$ cat src/rtl/network_pkg.sv
// Shared types and default constants for the forward-pass sequencer.
package network_pkg;

  localparam int unsigned DEF_N_LAYERS = 3;
  localparam int unsigned DEF_W_CNT    = 32;
  localparam int unsigned DEF_TIMEOUT  = 4096;
  localparam int unsigned OVR_W        = 16;

  typedef enum logic [2:0] {
    IDLE      = 3'd0,
    CLK_LSB   = 3'd1,
    RST_CONV  = 3'd2,
    WAIT_CONV = 3'd3,
    CLK_CACHE = 3'd4,
    OUTPUT    = 3'd5
  } seq_state_t;

  // Width of a layer index; never narrower than one bit.
  function automatic int unsigned idx_width(input int unsigned n);
    return (n > 1) ? $clog2(n) : 1;
  endfunction

endpackage

$ cat src/rtl/sample_edge_sync.sv
// Brings the asynchronous sample strobe into clk and emits a one-cycle start
// pulse per rising edge.
module sample_edge_sync (
  input  logic clk,
  input  logic rst,
  input  logic sample_clk,
  output logic start
);

  logic       sync0;
  logic       sync1;
  logic       sync1_d;
  logic [1:0] settle;

  // settle masks the refill of the synchronizer after rst, so a level that
  // went high during reset never produces a start.
  always_ff @(posedge clk) begin
    if (rst) begin
      sync0   <= 1'b0;
      sync1   <= 1'b0;
      sync1_d <= 1'b0;
      settle  <= 2'd0;
      start   <= 1'b0;
    end else begin
      sync0   <= sample_clk;
      sync1   <= sync0;
      sync1_d <= sync1;
      if (settle != 2'd3) settle <= settle + 2'd1;
      start   <= sync1 & ~sync1_d & (settle == 2'd3);
    end
  end

endmodule

$ cat src/rtl/forward_pass_sequencer.sv
// Sequences one forward pass through a chain of conv1d layers per sample
// strobe and keeps pass-length, overrun and timeout statistics.
module forward_pass_sequencer
  import network_pkg::*;
#(
  parameter int unsigned N_LAYERS = DEF_N_LAYERS,
  parameter int unsigned W_CNT    = DEF_W_CNT,
  parameter int unsigned TIMEOUT  = DEF_TIMEOUT
) (
  input  logic                               clk,
  input  logic                               rst,
  input  logic                               sample_clk,
  input  logic [N_LAYERS-1:0]                conv_out_v,
  input  logic                               clear_stats,
  output logic                               lsb_clk,
  output logic [N_LAYERS-1:0]                conv_rst,
  output logic [N_LAYERS-2:0]                ac_clk,
  output logic                               out_latch,
  output logic                               busy,
  output logic [W_CNT-1:0]                   pass_cycles,
  output logic [W_CNT-1:0]                   max_pass_cycles,
  output logic [OVR_W-1:0]                   overrun_cnt,
  output logic                               timeout_err,
  output logic [idx_width(N_LAYERS)-1:0]     err_layer
);

  localparam int unsigned KW = idx_width(N_LAYERS);
  localparam int unsigned TW = (TIMEOUT > 1) ? $clog2(TIMEOUT) : 1;
  localparam logic [N_LAYERS-1:0] ONE_RST = N_LAYERS'(1);
  localparam logic [N_LAYERS-2:0] ONE_AC  = (N_LAYERS-1)'(1);

  seq_state_t      state;
  seq_state_t      state_nx;
  logic [KW-1:0]   k;
  logic [KW-1:0]   k_nx;
  logic [TW-1:0]   wait_cnt;
  logic [W_CNT-1:0] cyc_cnt;
  logic            start;
  logic            timeout_hit;

  sample_edge_sync u_sync (
    .clk        (clk),
    .rst        (rst),
    .sample_clk (sample_clk),
    .start      (start)
  );

  // Next-state logic; out_v is only looked at while in WAIT_CONV.
  always_comb begin
    state_nx    = state;
    k_nx        = k;
    timeout_hit = 1'b0;
    unique case (state)
      IDLE: begin
        if (start) begin
          state_nx = CLK_LSB;
          k_nx     = '0;
        end
      end
      CLK_LSB:  state_nx = RST_CONV;
      RST_CONV: state_nx = WAIT_CONV;
      WAIT_CONV: begin
        if (conv_out_v[k]) begin
          state_nx = (k == KW'(N_LAYERS - 1)) ? OUTPUT : CLK_CACHE;
        end else if (wait_cnt == TW'(TIMEOUT - 1)) begin
          state_nx    = IDLE;
          timeout_hit = 1'b1;
        end
      end
      CLK_CACHE: begin
        state_nx = RST_CONV;
        k_nx     = k + KW'(1);
      end
      OUTPUT:  state_nx = IDLE;
      default: state_nx = IDLE;
    endcase
  end

  // State, counters and strobes; strobes are decoded from the next state so
  // each one is high exactly during its own state cycle.
  always_ff @(posedge clk) begin
    if (rst) begin
      state     <= IDLE;
      k         <= '0;
      wait_cnt  <= '0;
      cyc_cnt   <= '0;
      lsb_clk   <= 1'b0;
      conv_rst  <= '0;
      ac_clk    <= '0;
      out_latch <= 1'b0;
      busy      <= 1'b0;
    end else begin
      state    <= state_nx;
      k        <= k_nx;
      wait_cnt <= (state == WAIT_CONV) ? wait_cnt + TW'(1) : '0;
      if (state_nx == CLK_LSB) begin
        cyc_cnt <= W_CNT'(1);
      end else if ((state != IDLE) && (cyc_cnt != '1)) begin
        cyc_cnt <= cyc_cnt + W_CNT'(1);
      end
      lsb_clk   <= (state_nx == CLK_LSB);
      conv_rst  <= (state_nx == RST_CONV)  ? (ONE_RST << k_nx) : '0;
      ac_clk    <= (state_nx == CLK_CACHE) ? (ONE_AC << k_nx)  : '0;
      out_latch <= (state_nx == OUTPUT);
      busy      <= (state_nx != IDLE);
    end
  end

  // Statistics; a clear pulse takes priority over any same-cycle update.
  always_ff @(posedge clk) begin
    if (rst) begin
      pass_cycles     <= '0;
      max_pass_cycles <= '0;
      overrun_cnt     <= '0;
      timeout_err     <= 1'b0;
      err_layer       <= '0;
    end else begin
      if (state == OUTPUT) pass_cycles <= cyc_cnt;
      if (clear_stats) begin
        max_pass_cycles <= '0;
        overrun_cnt     <= '0;
        timeout_err     <= 1'b0;
        err_layer       <= '0;
      end else begin
        if ((state == OUTPUT) && (cyc_cnt > max_pass_cycles)) begin
          max_pass_cycles <= cyc_cnt;
        end
        if (start && (state != IDLE) && (overrun_cnt != '1)) begin
          overrun_cnt <= overrun_cnt + OVR_W'(1);
        end
        if (timeout_hit) begin
          timeout_err <= 1'b1;
          err_layer   <= k;
        end
      end
    end
  end

endmodule

$ cat config.mk
export PLATFORM = sky130hd
export DESIGN_NAME = forward_pass_sequencer
export DESIGN_NICKNAME = d
export VERILOG_FILES = /design/src/rtl/network_pkg.sv /design/src/rtl/sample_edge_sync.sv /design/src/rtl/forward_pass_sequencer.sv
export SDC_FILE = /design/constraint.sdc
export NUM_CORES = 1
export LEC_CHECK = 0
export CORE_AREA = 10 10 123 125
export DETAILED_ROUTE_END_ITERATION = 8
export DIE_AREA = 0 0 133 135
export PLACE_DENSITY = 0.89
export SKIP_CTS_REPAIR_TIMING = 1
export SLEW_MARGIN = 25
export SYNTH_ARGS = -nofsm -noshare
export SYNTH_HDL_FRONTEND = slang
export SYNTH_SLANG_ARGS = --single-unit
$ cat constraint.sdc
create_clock -name clk -period 2.65 [get_ports clk]
set_clock_uncertainty 0.05 [all_clocks]
set_input_delay 0.3975 -clock clk [delete_from_list [all_inputs] [get_ports clk]]
set_output_delay 0.3975 -clock clk [all_outputs]
set_load 0.01 [all_outputs]
==> impl_summary.txt <==
----------------------------------------------------
[Critical path]
  Worst-case reg-to-reg path depth ... 9
  Number of gates on the worst path with buffers counted ... 9
  Top Family by Delay on Critical Path ... compound AO/OA/AOI/OAI gates
  R2R setup slack ... 0.19 ns
  Worst path bufs/invs ... 3
  Worst Setup End Kind ... flip-flop
  Cell-by-cell trace of the critical path ... inv_1, ha_1, nand4_1, a2111oi_1, buf_4, o31a_1, buf_12, o21ai_0, a21oi_1
  Reg-to-Reg Start ... max_pass_cycles[15]$_SDFFE_PP0P_
  Worst reg2reg endpoint ... max_pass_cycles[11]$_SDFFE_PP0P_
  Worst Path Arrival ... 2.76 ns
  Kind of launch point of the worst setup path ... flip-flop
  CP max FO ... 32
  Largest stage delay, worst path ... 0.55 ns
  Required time of the critical path ... 2.95 ns
  Startpoint-to-endpoint class of the critical path ... reg2reg
  Timing endpoint of the critical path ... max_pass_cycles[11]$_SDFFE_PP0P_
  Master of the slowest instance on the critical path ... a2111oi_1
  Critical path launch point ... max_pass_cycles[15]$_SDFFE_PP0P_

[Clock tree]
  CTS tree ... built
  Clock-pin slew reported for the worst setup and hold paths after clock tree synthesis ... 0.07 ns
  Maximum root-to-sink buffer count ... 2
  Clock Sinks ... 146
  Cts bufs inserted ... 17
  CTS Root Buffer Type ... clkbuf_16
  Later-pin clock latency in the skew report ... 0.43 ns
  Number of levels in the clock H-tree ... 4

[Power]
  Power density relative to cell area ... 520.4 mW/mm^2
  Max VDD drop ... 0.0003952 V
  Leakage ... 2.995 nW

[Yosys]
  Post-Synthesis Cells ... 823
  Average instance area after synthesis ... 8.238 um^2
  Synth cell count leaders ... 146 x dfxtp_1, 103 x nand2_1, 96 x a21oi_1
  Post-synthesis instance area ... 0.006780 mm^2
  Compound-Gate Fraction of Synth Area ... 13.29%
  Register bit total from synthesis ... 146
  Number of synthesized flops with an enable pin ... 0
  Mux contribution to synthesized area ... 0.7381%
  Leading register cell type out of synthesis ... dfxtp_1
  Synthesis Warnings ... 0
  Ranking of synthesized cells by area ... dfxtp_1 43%, a21oi_1 7.1%, ha_1 6.8%
  Post-Synthesis Net Count ... 867
  Sequential element share of the synthesized area ... 43.11%
  Parity-gate share of the synthesized area counting xor and xnor cells ... 6.071%
  Post-Synth Simple-Gate Area ... 24.89%
  Main combinational cell family by area after synthesis ... simple AND/OR/NAND/NOR gates
  Largest area contributor in the synthesized netlist ... dfxtp_1
  Unique cell type count in the Yosys netlist ... 52
  Post-synthesis share of cell area spent on full adders, half adders and majority gates ... 6.828%
  Share of async-settable or async-resettable flops after synthesis ... 0%
  Most common cell in the synthesized netlist ... dfxtp_1
  Post-synth top area share ... 43.11%

[Floorplan]
  Floorplan die height ... 135 um
  Core footprint ... 0.01257 mm^2
  Floorplan die area ... 0.01796 mm^2
  Floorplan die width ... 133 um
  Row Count ... 41
  Initial core utilization ... 53.95%
  Number of top-level pins ... 98

[STA]
  Total Neg Setup Slack ... 0 ns
  # setup viols final ... 0
  Share of the clock period used by the worst path after layout ... 92.89%
  Slew @ Worst Pin ... 0.6938 ns
  Max Clock Freq ... 0.4062 GHz
  Worst setup margin ... 0.1883 ns
  Setup repair after global routing missed its margin ... false
  Max-slew violation count ... 0
  Slew margin rel. ... 53.35%
  Minimum period implied by the final worst setup slack ... 2.462 ns
  Fin. Hold Viols ... 0

[Routing]
  Via count ... 6,343
  Per-cell via count in the routed design ... 5.668
  Met2 routed WL ... 9.090 mm
  Count of TritonRoute iterations in the first routing pass ... 6
  Routed wl met3 ... 1.548 mm
  Routed length per placed instance ... 16.61 um
  Post-route ant nets ... 0
  DRC Markers ... 0
  Routed wire length ... 18.59 mm
  Number of design-rule violations left by the first detailed-router iteration ... 551
  Post-route met1 wirelength ... 7.130 mm
  Highest metal used ... met4

[GRT]
  Tot GR Track Use ... 20.81%
  Initial antenna violation count ... 0
  First-pass GRT wire length ... 30.60 mm
  Total global routing overflow ... 0
  Vias in the first global route ... 6,238
  Maximum number of pins on one net before global-route repair ... 52

[Hold path]
  Type of the worst min-delay path ... reg2reg
  Depth of the worst hold-timing path ... 1

[Finish]
  Share of cells above drive strength 1 ... 9.187%
  Final net count ... 978
  Relative area change from synthesis to final layout ... 27.74%
  Final antenna diode count ... 0
  Count of filler cells inserted in the layout ... 942

[Placed design]
  Number of buffer cells added on primary ports ... 97
  Weighted congestion at the end of routability-driven global placement ... 0.8897
  Dpl hpwl ... 13.12 mm
  Worst setup slack after placement ... 0.2224 ns

[Run status]
  Outcome ... completed

[Flow run]
  Number of max-cap violations ... 0

----------------------------------------------------
placed cells by master (no fill, tap or decap), types with 5 or more instances in the layout:
| master | count |
|---|---|
| nor3_1 | 14 |
| buf_4 | 36 |
| nor4_1 | 8 |
| and3_1 | 7 |
| dfxtp_1 | 146 |
| a21oi_1 | 96 |
| o21ai_0 | 49 |
| inv_6 | 5 |
| ha_1 | 37 |
| nor2_1 | 79 |
| clkbuf_16 | 17 |
| nand2_1 | 103 |
| and4_1 | 9 |
| inv_1 | 41 |
| or3_1 | 11 |
| nand3_1 | 52 |
| xnor2_1 | 31 |
| clkdlybuf4s50_1 | 97 |
| nor2b_1 | 5 |
| mux2i_1 | 5 |
| nand4_1 | 24 |
| xor2_1 | 16 |
sequential cells by signal (all words and copies together) (netlist names), 2 cells and up:
register / cells
pass_cycles: 32
max_pass_cycles: 32
ac_clk: 2
err_layer: 2
state: 3
wait_cnt: 12
u_sync.settle: 2
k: 2
overrun_cnt: 16
conv_rst: 3
cyc_cnt: 32
kinds of logic (layout without fill, tap and decap cells):
kind of cell | count (synthesis) | count (layout)
simple gates | 338 | 338
compound gates | 166 | 166
flops | 146 | 146
buf+inv | 84 | 208
xor+xnor | 47 | 47
fa+ha+maj | 37 | 37
mux | 5 | 5
worst min-delay path by stage:
stage,endpoint,slack (ns),start
finish,u_sync.sync1$_SDFF_PP0_,0.39,u_sync.sync0$_SDFF_PP0_
global route,u_sync.sync1$_SDFF_PP0_,0.43,u_sync.sync0$_SDFF_PP0_
CTS,u_sync.sync1$_SDFF_PP0_,0.39,u_sync.sync0$_SDFF_PP0_
detailed placement,u_sync.sync1$_SDFF_PP0_,0.38,u_sync.sync0$_SDFF_PP0_
global placement,u_sync.sync1$_SDFF_PP0_,0.37,u_sync.sync0$_SDFF_PP0_
floorplan,u_sync.sync1$_SDFF_PP0_,0.36,u_sync.sync0$_SDFF_PP0_
power breakdown:
| group | switching [mW] | internal [mW] | leakage (nW) |
|---|---|---|---|
| registers | 0.00594 | 2.20 | 1.18 |
| logic | 0.0509 | 0.0278 | 1.56 |
| clock network | 1.00 | 1.22 | 0.259 |
| total | 1.06 | 3.45 | 2.99 |
worst reg2reg max path, stage by stage, from the launching register on:
cell and delay, ns:
dfxtp_1 0.34, inv_1 0.05, ha_1 0.31, nand4_1 0.21, a2111oi_1 0.55, buf_4 0.21, o31a_1 0.18, buf_12 0.18
o21ai_0 0.12, a21oi_1 0.17
through the flow:
step / utilization, % / hold WS, ns / instance area, um^2 / power, mW / instances
floorplan: - / 0.3638 / 6780 / 2.312 / 823
global placement: 64.41 / 0.3729 / 8095 / 2.334 / 1087
detailed placement: 64.41 / 0.3783 / 8095 / 2.337 / 1087
CTS: 68.79 / 0.3946 / 8646 / 4.542 / 1119
global route: 68.91 / 0.4301 / 8661 / 4.643 / 1119
finish: 68.91 / 0.3898 / 8661 / 4.507 / 1119
layout make-up:
cell class,count,area (um^2),area share (%)
Tap cell,172,215.2,2.485
Sequential cell,146,2923,33.75
Inverter,41,153.9,1.777
Clock buffer,17,425.4,4.912
Timing Repair Buffer,135,1281,14.79
Multi-Input combinational cell,593,3537,40.84
Clock inverter,15,125.1,1.445
per-layer routing:
layer | global-route usage (%) | vias up
met2 | 35.45 | 269
met4 | 12.04 | 0
li1 | - | 3067
met1 | 21.76 | 2946
met3 | 7.567 | 61
met5 | 0 | -
Note: power is estimated with default switching activity, not from simulation.
